<file path="config.mk">
export PLATFORM = sky130hd
export DESIGN_NAME = pipe_ctrl_unit_flat
export DESIGN_NICKNAME = d
export VERILOG_FILES = /design/src/rtl/pipe_ctrl_unit_if.sv /design/src/rtl/pipe_ctrl_unit.sv /design/src/flat_wrapper.sv
export SDC_FILE = /design/constraint.sdc
export NUM_CORES = 1
export LEC_CHECK = 0
export CAP_MARGIN = 10
export CORE_MARGIN = 3
export CORE_UTILIZATION = 52
export DETAILED_ROUTE_END_ITERATION = 8
export PLACE_DENSITY = 0.82
export SETUP_SLACK_MARGIN = 0.05
export SLEW_MARGIN = 20
export SYNTH_ARGS = -nofsm -noshare
export SYNTH_HDL_FRONTEND = slang
export SYNTH_SLANG_ARGS = --single-unit
</file>
<file path="constraint.sdc">
create_clock -name clk -period 3.4 [get_ports clk]
set_input_delay 0.85 -clock clk [delete_from_list [all_inputs] [get_ports clk]]
set_output_delay 0.85 -clock clk [all_outputs]
set_load 0.02 [all_outputs]
</file>
<file path="src/rtl/pipe_ctrl_unit_if.sv">
// Purpose: bundles the ID-stage inputs and the per-stage control outputs of pipe_ctrl_unit.
// Latency: none; this is wiring only.
// Backpressure: none here; stalls are reported on id_stall by the control unit.
// Ports: id_valid/id_opcode/id_rs1/id_rs2/id_rd/ex_br_taken flow into the unit (slave side);
//        id_stall, if_flush, ex_*, mem_*, wb_*, fwd_a/fwd_b and illegal_cnt flow out of it.
interface pipe_ctrl_unit_if #(
    parameter int RA_W  = 5,
    parameter int CNT_W = 8
);
    logic             id_valid;
    logic [6:0]       id_opcode;
    logic [RA_W-1:0]  id_rs1;
    logic [RA_W-1:0]  id_rs2;
    logic [RA_W-1:0]  id_rd;
    logic             ex_br_taken;

    logic             id_stall;
    logic             if_flush;
    logic [1:0]       ex_aluop;
    logic             ex_alusrc;
    logic             ex_branch;
    logic             mem_read;
    logic             mem_write;
    logic             wb_regwrite;
    logic             wb_memtoreg;
    logic [RA_W-1:0]  wb_rd;
    logic [1:0]       fwd_a;
    logic [1:0]       fwd_b;
    logic [CNT_W-1:0] illegal_cnt;

    // Pipeline front end / bench side
    modport master (
        output id_valid, id_opcode, id_rs1, id_rs2, id_rd, ex_br_taken,
        input  id_stall, if_flush, ex_aluop, ex_alusrc, ex_branch,
               mem_read, mem_write, wb_regwrite, wb_memtoreg, wb_rd,
               fwd_a, fwd_b, illegal_cnt
    );

    // Control unit side
    modport slave (
        input  id_valid, id_opcode, id_rs1, id_rs2, id_rd, ex_br_taken,
        output id_stall, if_flush, ex_aluop, ex_alusrc, ex_branch,
               mem_read, mem_write, wb_regwrite, wb_memtoreg, wb_rd,
               fwd_a, fwd_b, illegal_cnt
    );
endinterface

</file>
<file path="src/rtl/pipe_ctrl_unit.sv">
// Purpose: 5-stage pipeline control: decode, ID/EX->EX/MEM->MEM/WB control shift, hazard stall, flush, forwarding.
// Latency: EX controls 1 cycle after ID, MEM 2, WB 3; id_stall/if_flush/fwd_* are combinational.
// Backpressure: id_stall holds PC and IF/ID on hazards; ex_br_taken squashes IF/ID and overrides stall.
// Ports: clk, rst (sync, active high); bus = pipe_ctrl_unit_if.slave carrying ID inputs and stage outputs.
module pipe_ctrl_unit #(
    parameter int RA_W   = 5,
    parameter int CNT_W  = 8,
    parameter int FWD_EN = 1
) (
    input  logic            clk,
    input  logic            rst,
    pipe_ctrl_unit_if.slave bus
);

    localparam logic [6:0] OP_R  = 7'b0110011;
    localparam logic [6:0] OP_I  = 7'b0010011;
    localparam logic [6:0] OP_LD = 7'b0000011;
    localparam logic [6:0] OP_ST = 7'b0100011;
    localparam logic [6:0] OP_BR = 7'b1100011;

    typedef struct packed {
        logic [1:0] aluop;
        logic       alusrc;
        logic       branch;
        logic       memread;
        logic       memwrite;
        logic       regwrite;
        logic       memtoreg;
    } ctrl_t;

    typedef struct packed {
        ctrl_t           ctrl;
        logic [RA_W-1:0] rd;
        logic [RA_W-1:0] rs1;
        logic [RA_W-1:0] rs2;
    } idex_t;

    // Later stages keep only the fields they still consume.
    typedef struct packed {
        logic            memread;
        logic            memwrite;
        logic            regwrite;
        logic            memtoreg;
        logic [RA_W-1:0] rd;
    } exmem_t;

    typedef struct packed {
        logic            regwrite;
        logic            memtoreg;
        logic [RA_W-1:0] rd;
    } memwb_t;

    idex_t            idex;
    exmem_t           exmem;
    memwb_t           memwb;
    logic [CNT_W-1:0] illegal_cnt_q;

    ctrl_t dec;
    logic  legal;
    logic  use_rs1;
    logic  use_rs2;
    logic  load_use;
    logic  raw;
    logic  stall_cond;
    logic  bubble;
    logic  cnt_inc;

    // True when a producer with a non-zero rd feeds a source the ID instruction actually reads.
    function automatic logic src_hit(
        input logic [RA_W-1:0] rd,
        input logic [RA_W-1:0] rs1,
        input logic [RA_W-1:0] rs2,
        input logic            u1,
        input logic            u2
    );
        return (rd != '0) && ((u1 && (rd == rs1)) || (u2 && (rd == rs2)));
    endfunction

    always_comb begin
        dec     = '0;
        legal   = 1'b1;
        use_rs1 = 1'b1;
        use_rs2 = 1'b0;
        case (bus.id_opcode)
            OP_R: begin
                dec.aluop    = 2'b10;
                dec.regwrite = 1'b1;
                use_rs2      = 1'b1;
            end
            OP_I: begin
                dec.aluop    = 2'b11;
                dec.alusrc   = 1'b1;
                dec.regwrite = 1'b1;
            end
            OP_LD: begin
                dec.alusrc   = 1'b1;
                dec.memread  = 1'b1;
                dec.regwrite = 1'b1;
                dec.memtoreg = 1'b1;
            end
            OP_ST: begin
                dec.alusrc   = 1'b1;
                dec.memwrite = 1'b1;
                use_rs2      = 1'b1;
            end
            OP_BR: begin
                dec.aluop    = 2'b01;
                dec.branch   = 1'b1;
                use_rs2      = 1'b1;
            end
            default: begin
                legal   = 1'b0;
                use_rs1 = 1'b0;
            end
        endcase
    end

    always_comb begin
        load_use = idex.ctrl.memread &&
                   src_hit(idex.rd, bus.id_rs1, bus.id_rs2, use_rs1, use_rs2);
        raw      = (idex.ctrl.regwrite &&
                    src_hit(idex.rd, bus.id_rs1, bus.id_rs2, use_rs1, use_rs2)) ||
                   (exmem.regwrite &&
                    src_hit(exmem.rd, bus.id_rs1, bus.id_rs2, use_rs1, use_rs2));
        // Without forwarding every RAW dependency on an in-flight producer must wait.
        stall_cond = load_use || ((FWD_EN == 0) && raw);
        bubble     = !bus.id_valid || stall_cond || bus.ex_br_taken;
        cnt_inc    = bus.id_valid && !stall_cond && !bus.ex_br_taken && !legal;
    end

    always_comb begin
        bus.fwd_a = 2'b00;
        bus.fwd_b = 2'b00;
        if (FWD_EN != 0) begin
            if (exmem.regwrite && (exmem.rd != '0) && (exmem.rd == idex.rs1))
                bus.fwd_a = 2'b10;
            else if (memwb.regwrite && (memwb.rd != '0) && (memwb.rd == idex.rs1))
                bus.fwd_a = 2'b01;
            if (exmem.regwrite && (exmem.rd != '0) && (exmem.rd == idex.rs2))
                bus.fwd_b = 2'b10;
            else if (memwb.regwrite && (memwb.rd != '0) && (memwb.rd == idex.rs2))
                bus.fwd_b = 2'b01;
        end
    end

    always_ff @(posedge clk) begin
        if (rst) begin
            idex          <= '0;
            exmem         <= '0;
            memwb         <= '0;
            illegal_cnt_q <= '0;
        end else begin
            // Bubbles clear the whole slot, source addresses included, so they never trigger forwarding.
            if (bubble) begin
                idex <= '0;
            end else begin
                idex.ctrl <= dec;
                idex.rd   <= bus.id_rd;
                idex.rs1  <= bus.id_rs1;
                idex.rs2  <= bus.id_rs2;
            end
            exmem.memread  <= idex.ctrl.memread;
            exmem.memwrite <= idex.ctrl.memwrite;
            exmem.regwrite <= idex.ctrl.regwrite;
            exmem.memtoreg <= idex.ctrl.memtoreg;
            exmem.rd       <= idex.rd;
            memwb.regwrite <= exmem.regwrite;
            memwb.memtoreg <= exmem.memtoreg;
            memwb.rd       <= exmem.rd;
            if (cnt_inc && (illegal_cnt_q != '1))
                illegal_cnt_q <= illegal_cnt_q + 1'b1;
        end
    end

    // Flush wins over stall: a squashed slot has nothing worth holding.
    assign bus.id_stall    = stall_cond && !bus.ex_br_taken;
    assign bus.if_flush    = bus.ex_br_taken;
    assign bus.ex_aluop    = idex.ctrl.aluop;
    assign bus.ex_alusrc   = idex.ctrl.alusrc;
    assign bus.ex_branch   = idex.ctrl.branch;
    assign bus.mem_read    = exmem.memread;
    assign bus.mem_write   = exmem.memwrite;
    assign bus.wb_regwrite = memwb.regwrite;
    assign bus.wb_memtoreg = memwb.memtoreg;
    assign bus.wb_rd       = memwb.rd;
    assign bus.illegal_cnt = illegal_cnt_q;

endmodule

</file>
<file path="src/flat_wrapper.sv">
// flat-port wrapper written by rule: the top's interface ports become plain ports
module pipe_ctrl_unit_flat 
#(
    parameter int RA_W   = 5,
    parameter int CNT_W  = 8,
    parameter int FWD_EN = 1
)
  (clk, rst, bus_id_valid, bus_id_opcode, bus_id_rs1, bus_id_rs2, bus_id_rd, bus_ex_br_taken, bus_id_stall, bus_if_flush, bus_ex_aluop, bus_ex_alusrc, bus_ex_branch, bus_mem_read, bus_mem_write, bus_wb_regwrite, bus_wb_memtoreg, bus_wb_rd, bus_fwd_a, bus_fwd_b, bus_illegal_cnt);
  pipe_ctrl_unit_if #(.RA_W(RA_W), .CNT_W(CNT_W)) bus_i ();
  input  logic clk;
  input  logic rst;
  input wire logic [$bits(bus_i.id_valid)-1:0] bus_id_valid;
  input wire logic [$bits(bus_i.id_opcode)-1:0] bus_id_opcode;
  input wire logic [$bits(bus_i.id_rs1)-1:0] bus_id_rs1;
  input wire logic [$bits(bus_i.id_rs2)-1:0] bus_id_rs2;
  input wire logic [$bits(bus_i.id_rd)-1:0] bus_id_rd;
  input wire logic [$bits(bus_i.ex_br_taken)-1:0] bus_ex_br_taken;
  output wire logic [$bits(bus_i.id_stall)-1:0] bus_id_stall;
  output wire logic [$bits(bus_i.if_flush)-1:0] bus_if_flush;
  output wire logic [$bits(bus_i.ex_aluop)-1:0] bus_ex_aluop;
  output wire logic [$bits(bus_i.ex_alusrc)-1:0] bus_ex_alusrc;
  output wire logic [$bits(bus_i.ex_branch)-1:0] bus_ex_branch;
  output wire logic [$bits(bus_i.mem_read)-1:0] bus_mem_read;
  output wire logic [$bits(bus_i.mem_write)-1:0] bus_mem_write;
  output wire logic [$bits(bus_i.wb_regwrite)-1:0] bus_wb_regwrite;
  output wire logic [$bits(bus_i.wb_memtoreg)-1:0] bus_wb_memtoreg;
  output wire logic [$bits(bus_i.wb_rd)-1:0] bus_wb_rd;
  output wire logic [$bits(bus_i.fwd_a)-1:0] bus_fwd_a;
  output wire logic [$bits(bus_i.fwd_b)-1:0] bus_fwd_b;
  output wire logic [$bits(bus_i.illegal_cnt)-1:0] bus_illegal_cnt;
  assign bus_i.id_valid = bus_id_valid;
  assign bus_i.id_opcode = bus_id_opcode;
  assign bus_i.id_rs1 = bus_id_rs1;
  assign bus_i.id_rs2 = bus_id_rs2;
  assign bus_i.id_rd = bus_id_rd;
  assign bus_i.ex_br_taken = bus_ex_br_taken;
  assign bus_id_stall = bus_i.id_stall;
  assign bus_if_flush = bus_i.if_flush;
  assign bus_ex_aluop = bus_i.ex_aluop;
  assign bus_ex_alusrc = bus_i.ex_alusrc;
  assign bus_ex_branch = bus_i.ex_branch;
  assign bus_mem_read = bus_i.mem_read;
  assign bus_mem_write = bus_i.mem_write;
  assign bus_wb_regwrite = bus_i.wb_regwrite;
  assign bus_wb_memtoreg = bus_i.wb_memtoreg;
  assign bus_wb_rd = bus_i.wb_rd;
  assign bus_fwd_a = bus_i.fwd_a;
  assign bus_fwd_b = bus_i.fwd_b;
  assign bus_illegal_cnt = bus_i.illegal_cnt;
  pipe_ctrl_unit #(.RA_W(RA_W), .CNT_W(CNT_W), .FWD_EN(FWD_EN)) u_core (.clk(clk), .rst(rst), .bus(bus_i));
endmodule
</file>
==> results of run 1 <==
[area by class of cell]
| class | instances | area [sq um] | area share [%] |
|---|---|---|---|
| multi-input cells | 142 | 1159 | 40.94 |
| flip-flops and latches | 45 | 900.9 | 31.83 |
| repair buffers | 59 | 573.1 | 20.25 |
| clock buffers | 5 | 68.82 | 2.431 |
| clock inverters | 3 | 68.82 | 2.431 |
| well taps | 48 | 60.06 | 2.122 |
[cell families (layout without fill, tap and decap cells)]
kind of cell	Yosys count	count (layout)
fa+ha+maj	1	1
buf+inv	12	67
xor+xnor	34	34
compound gates	11	11
simple gates	95	95
flops	45	45
mux	1	1
[sequential cells by signal (all words and copies together) (netlist names)]
register	count
u_core.bus.ex_aluop	2
u_core.bus.ex_alusrc	1
u_core.bus.ex_branch	1
u_core.bus.illegal_cnt	8
u_core.bus.mem_read	1
u_core.bus.mem_write	1
u_core.bus.wb_memtoreg	1
u_core.bus.wb_rd	5
u_core.bus.wb_regwrite	1
u_core.exmem	6
u_core.idex	18
[critical path: stages (launching register included)]
cell and delay [ns]:
dfxtp_1 0.36, or4_1 0.53, o21ai_0 0.23, nor4_1 0.12, nor3_1 0.19, clkdlybuf4s50_1 0.62
[power breakdown]
| part | internal (mW) | switching (mW) | leakage, nW | total, mW |
|---|---|---|---|---|
| combinational | 0.0618 | 0.0505 | 0.653 | 0.112 |
| sequential | 0.535 | 0.00982 | 0.364 | 0.545 |
| clock | 0.296 | 0.178 | 0.0687 | 0.474 |
| total | 0.892 | 0.239 | 1.09 | 1.13 |
[stage by stage]
stage / TNS, ns / utilization (%)
floorplan: 0 / -
global placement: -0.2715 / 70.70
detailed placement: -0.3267 / 70.70
CTS: 0 / 74.82
global route: 0 / 75.05
finish: 0 / 75.05
[per-layer routing]
metal / wire, microns / up-vias / share of wire [%] / track usage, %
li1: - / 808 / - / -
met1: 1998 / 772 / 46 / 21.93
met2: 2194 / 32 / 50 / 31.57
met4: 19 / 0 / 0.43 / 5.106
met5: 0 / - / 0 / 0
met3: 162 / 2 / 3.7 / 3.333
[placed cells by master (no fill, tap or decap), types with 3 or more instances in the layout]
master	n
nand3_1	6
xor2_1	20
nand2_1	5
clkdlybuf4s50_1	49
nor3_1	9
nor4b_2	12
nor4_1	4
nor4b_1	4
nor2b_1	18
or4_1	5
buf_4	7
clkbuf_8	5
dfxtp_1	45
nor2_1	15
xnor2_1	14
nand4_1	3
[what timing repair did]
| action | in CTS | in global routing |
|---|---|---|
| hold endpoints to repair | 0 | 0 |
| setup endpoints to repair | 1 | 2 |
| gates resized for setup | 4 | 5 |
| pin swaps | 0 | 1 |
[how the worst max path moves through the flow]
| stage | from | slack [ns] | cells past startpoint | to |
|---|---|---|---|---|
| floorplan | bus_id_opcode[2] | 0.44 | 6 | bus_id_stall |
| global placement | bus_id_opcode[2] | -0.27 | 7 | bus_id_stall |
| detailed placement | bus_id_opcode[2] | -0.33 | 7 | bus_id_stall |
| CTS | u_core.exmem[0] | 0.05 | 5 | bus_fwd_a[0] |
| global route | u_core.exmem[0] | 0.06 | 5 | bus_fwd_b[0] |
| finish | u_core.exmem[0] | 0.20 | 5 | bus_fwd_b[0] |
[synthesized netlist by cell type (all sizes together)]
| cell | number |
|---|---|
| xor2 | 20 |
| and2b | 1 |
| nor4b | 17 |
| nor2 | 15 |
| ha | 1 |
| nand3 | 6 |
| dfxtp | 45 |
| nor2b | 18 |
| buf | 8 |
| nand4bb | 1 |
| nor3 | 11 |
| nand4b | 1 |
| a211oi | 1 |
| and4 | 1 |
| nand2 | 5 |
| nand4 | 3 |
| and3b | 1 |
| nor4 | 6 |
| a21oi | 4 |
| o21ai | 3 |
| and4b | 1 |
| a22oi | 1 |
| mux2i | 1 |
| xnor2 | 14 |
| nand2b | 2 |
| a41oi | 1 |
| or4 | 6 |
| clkbuf | 4 |
| a2111oi | 1 |
==> results.ini, run 1 <==
[worst_setup_path]
reg2reg_slack_ns = 1.60
reg2reg_depth = 5
end_kind = output pin
startpoint_type = flop
timing.rr.end = u_core.idex[9]
arrival_ns = 2.35
path_class = flop to output pin
r2r_start = u_core.idex[10]
worstPathMaxFanout = 4
worstPathRequired_ns = 2.55

[logic_synthesis]
netlist_area_sq_mm = 0.002107
synth_top_area_cell = dfxtp_1
synth_fa_ha_area_share_pct = 0.5938
ys_warn_count = 0
synth_area_per_cell_sq_um = 10.59
synthSimpleGateAreaFrac_pct = 33.43
synth_compound_area_share_pct = 5.107
syn_nets = 226
netlist.area_leader.share_pct = 42.76
synth_top_family_by_area = simple AND/OR/NAND/NOR gates
synth.distinct_cells = 39
synth_area_leaders = dfxtp_1 (43%), nor4b_2 (8.6%), xor2_1 (8.3%)
synthXorXnorAreaFrac_pct = 14.13
syn_inst = 199
synthMuxAreaShare_pct = 0.4751
synth_seq_cells = 45
ys_seq_area_share_pct = 42.76

[cts]
cts_max_path_buffers = 2
clk_root_buffer_cell = clkbuf_8
cts_sinks = 45
cts_buffers = 5
cts_max_level = 2
clk_pin_slew_ns = 0.08
cts_tree = yes
clock_latency_ns = 0.29
post_cts_buffers = 0
postCtsHoldBufs = 0

[routing]
vias = 1614
drt_iter0_markers = 68
via_per_inst = 5.344
ant_nets = 0
detail_route.wl_per_cell_microns = 14.48
drc = 0
drt-pass1-iter-count = 4
wirelength_microns = 4374

[cells_and_area]
finalNetCount = 280
stdcell_count = 302
area_delta_synth_final_pct = 34.32
drive_above_1_share_pct = 15.75
final_area_sq_mm = 0.002830
antenna_cells = 0
fillers = 285

[floorplanning]
die_w_microns = 69.66
die_h_microns = 69.66
rows = 22
dieArea_sq_mm = 0.004852
ios = 53
start_util_pct = 55.87
core_area_sq_mm = 0.003771

[place]
gp_congestion = 0.7661
post_dp_cell_area_sq_mm = 0.002666
io_buffers = 52
pre_cts_slack_ns = -0.3267
dp_hpwl_microns = 3225
placed_cells = 294

[grt]
grt.total_usage_pct = 17.82
grt_max_degree = 35
grt_pass1_wl_microns = 7079
grt_antenna_before_repair = 0
grt_pass1_vias = 1560
grt.overflow.total = 0

[timing]
finalSetupViolCount = 0
maxSlewHeadroom_pct = 63.90
hold_ws_ns = 0.4433
rsz0062_at_grt = false
tightest_slew_ns = 0.5374
period_share_pct = 94.00
finalMaxSlewViolations = 0
hold_viol = 0
setup_ws_ns = 0.2039
timing.fmax_mhz = 312.9
finalClockSkew_ns = 0.003296
min_period_ns = 3.196

[hold_path]
hold_class = flop to flop
min-delay-start = u_core.idex[16]
hold_end = u_core.exmem[6]
holdPathStages = 1

[flow_run]
drv_cap = 0

[run_status]
outcome = finished, final reports clean

[pwr]
powerDensity_mw_per_mm2 = 399.6
total_power_mw = 1.131
p_leak_nw = 1.086
irDropWorstVdd_mv = 0.2456

(Power assumes the default switching activity.)
==> run 2: changes to the inputs <==
- CORE_UTILIZATION: 52 -> 44
- PLACE_DENSITY: 0.82 -> 0.74
- clock period: 3.4 -> 2.6 ns (I/O delays scaled with it)
==> results.ini, run 2 (synthesis results as in run 1) <==
[cells_and_area]
drive_above_1_share_pct = 26.10
stdcell_count = 324
mostFrequentLayoutCells = dfxtp_1 (43), clkdlybuf4s50_1 (30), buf_4 (26)
finalNetCount = 298
top_register = u_core.idex
mostFrequentLayoutCell = dfxtp_1
antenna_cells = 0
largest_reg_flops = 18
area_delta_synth_final_pct = 41.03

[place]
placed_cells = 313
io_buffers = 52
gp_congestion = 0.7589
dp_hpwl_microns = 3525
pre_cts_slack_ns = -0.7259

[floorplanning]
dieArea_sq_mm = 0.005655
die_w_microns = 75.20
core_area_sq_mm = 0.004474
rows = 24
die_h_microns = 75.20
ios = 53
start_util_pct = 47.09

[routing]
ant_nets = 0
drt_iter0_markers = 23
via_per_inst = 5.102
wirelength_microns = 4771
wl_met1_microns = 2121
highest_layer = met4
drc = 0
drt-pass1-iter-count = 4
detail_route.wl_per_cell_microns = 14.73
met3WireLength_microns = 165
vias = 1653
wl_met2_microns = 2432

[grt]
grt.overflow.total = 0
grt_pass1_vias = 1643
grt_max_degree = 40
grt_antenna_before_repair = 0
grt.total_usage_pct = 17.96
grt_pass1_wl_microns = 7693

[timing]
finalClockSkew_ns = 0.007621
tightest_slew_ns = 0.5193
finalMaxSlewViolations = 0
rsz0062_at_grt = true
min_period_ns = 2.530
timing.fmax_mhz = 395.3
setup_ws_ns = 0.07045
finalSetupViolCount = 0
maxSlewHeadroom_pct = 65.11
period_share_pct = 97.29
hold_viol = 0

[cts]
clock_latency_ns = 0.29
clk_pin_slew_ns = 0.08
cts_tree = yes
clk_root_buffer_cell = clkbuf_8
cts_max_path_buffers = 2
cts_sinks = 45
cts_buffers = 5
cts_max_level = 2
postCtsHoldBufs = 0

[worst_setup_path]
path_class = primary input to output pin
worstPathRequired_ns = 1.95
arrival_ns = 1.88
startpoint_type = primary input
end_kind = output pin
worstPathMaxFanout = 2

[flow_run]
drv_cap = 0

[pwr]
irDropWorstVdd_mv = 0.3878
p_leak_nw = 1.193
powerDensity_mw_per_mm2 = 446.8

[hold_path]
hold_class = flop to flop

[run_status]
outcome = finished, final reports clean

run 2: changes by cell type in the layout (fill, tap and decap cells not counted), sizes merged:
cell / change
clkbuf: +4
buf: +20
inv: -1
dlygate4sd2: +11
clkdlybuf4s50: -19
clkdlybuf4s15: +3
clkinv: +1
dlymetal6s2s: +1
bufinv: -2
run 2: timing repair:
action	4_1_cts	5_1_grt
pin swaps	10	5
endpoints found under the setup margin	5	5
resized for setup	47	11
setup buffers	3	1
run 2: worst max-delay path: stages:
cell and delay (ns):
dlygate4sd2_1 0.26, xor2_1 0.16, nor3_2 0.17, nand4_1 0.19, a21oi_4 0.19, and2b_2 0.16, buf_6 0.11
run 2: layout make-up:
| cell class | instances | area, sq um |
|---|---|---|
| Fill cell | 369 | 1503 |
| Multi-Input combinational cell | 142 | 1210 |
| Sequential cell | 45 | 903.4 |
| Timing Repair Buffer | 77 | 691.9 |
| Clock buffer | 7 | 96.34 |
| Tap cell | 52 | 65.06 |
| Clock inverter | 1 | 5.005 |
run 2: routing by layer:
metal	global-route usage (%)	up-vias
met4	4.854	0
met3	4.272	6
met2	31.82	36
li1	-	841
met1	21.74	770
met5	0	-
run 2: path summary, 6_finish.rpt:
kind	end	depth (start not counted)	slack (ns)	startpoint
setup reg to reg	u_core.bus.ex_alusrc	7	0.64	u_core.idex[12]
hold reg to reg	u_core.bus.mem_write	1	0.44	u_core.idex[17]
hold / removal	u_core.bus.mem_write	1	0.44	u_core.idex[17]
setup / recovery	bus_id_stall	7	0.07	bus_id_rs1[2]
run 2: where the power goes:
| part | switching [mW] | leakage [nW] | internal (mW) |
|---|---|---|---|
| Clock | 0.222 | 0.0542 | 0.240 |
| Combinational | 0.0724 | 0.774 | 0.0812 |
| Sequential | 0.0122 | 0.365 | 0.699 |
run 2: stage by stage:
step	util (%)	power, mW	TNS (ns)	instance area, sq um	hold slack (ns)
2_1_floorplan	-	0.7999	0	2115	0.4138
3_3_place_gp	62.39	0.8767	-0.9899	2791	0.4176
3_5_place_dp	62.39	0.8785	-1.054	2791	0.4231
4_1_cts	65.94	1.337	0	2950	0.4417
5_1_grt	66.42	1.380	0	2972	0.4704
6_report	66.42	1.328	0	2972	0.4373
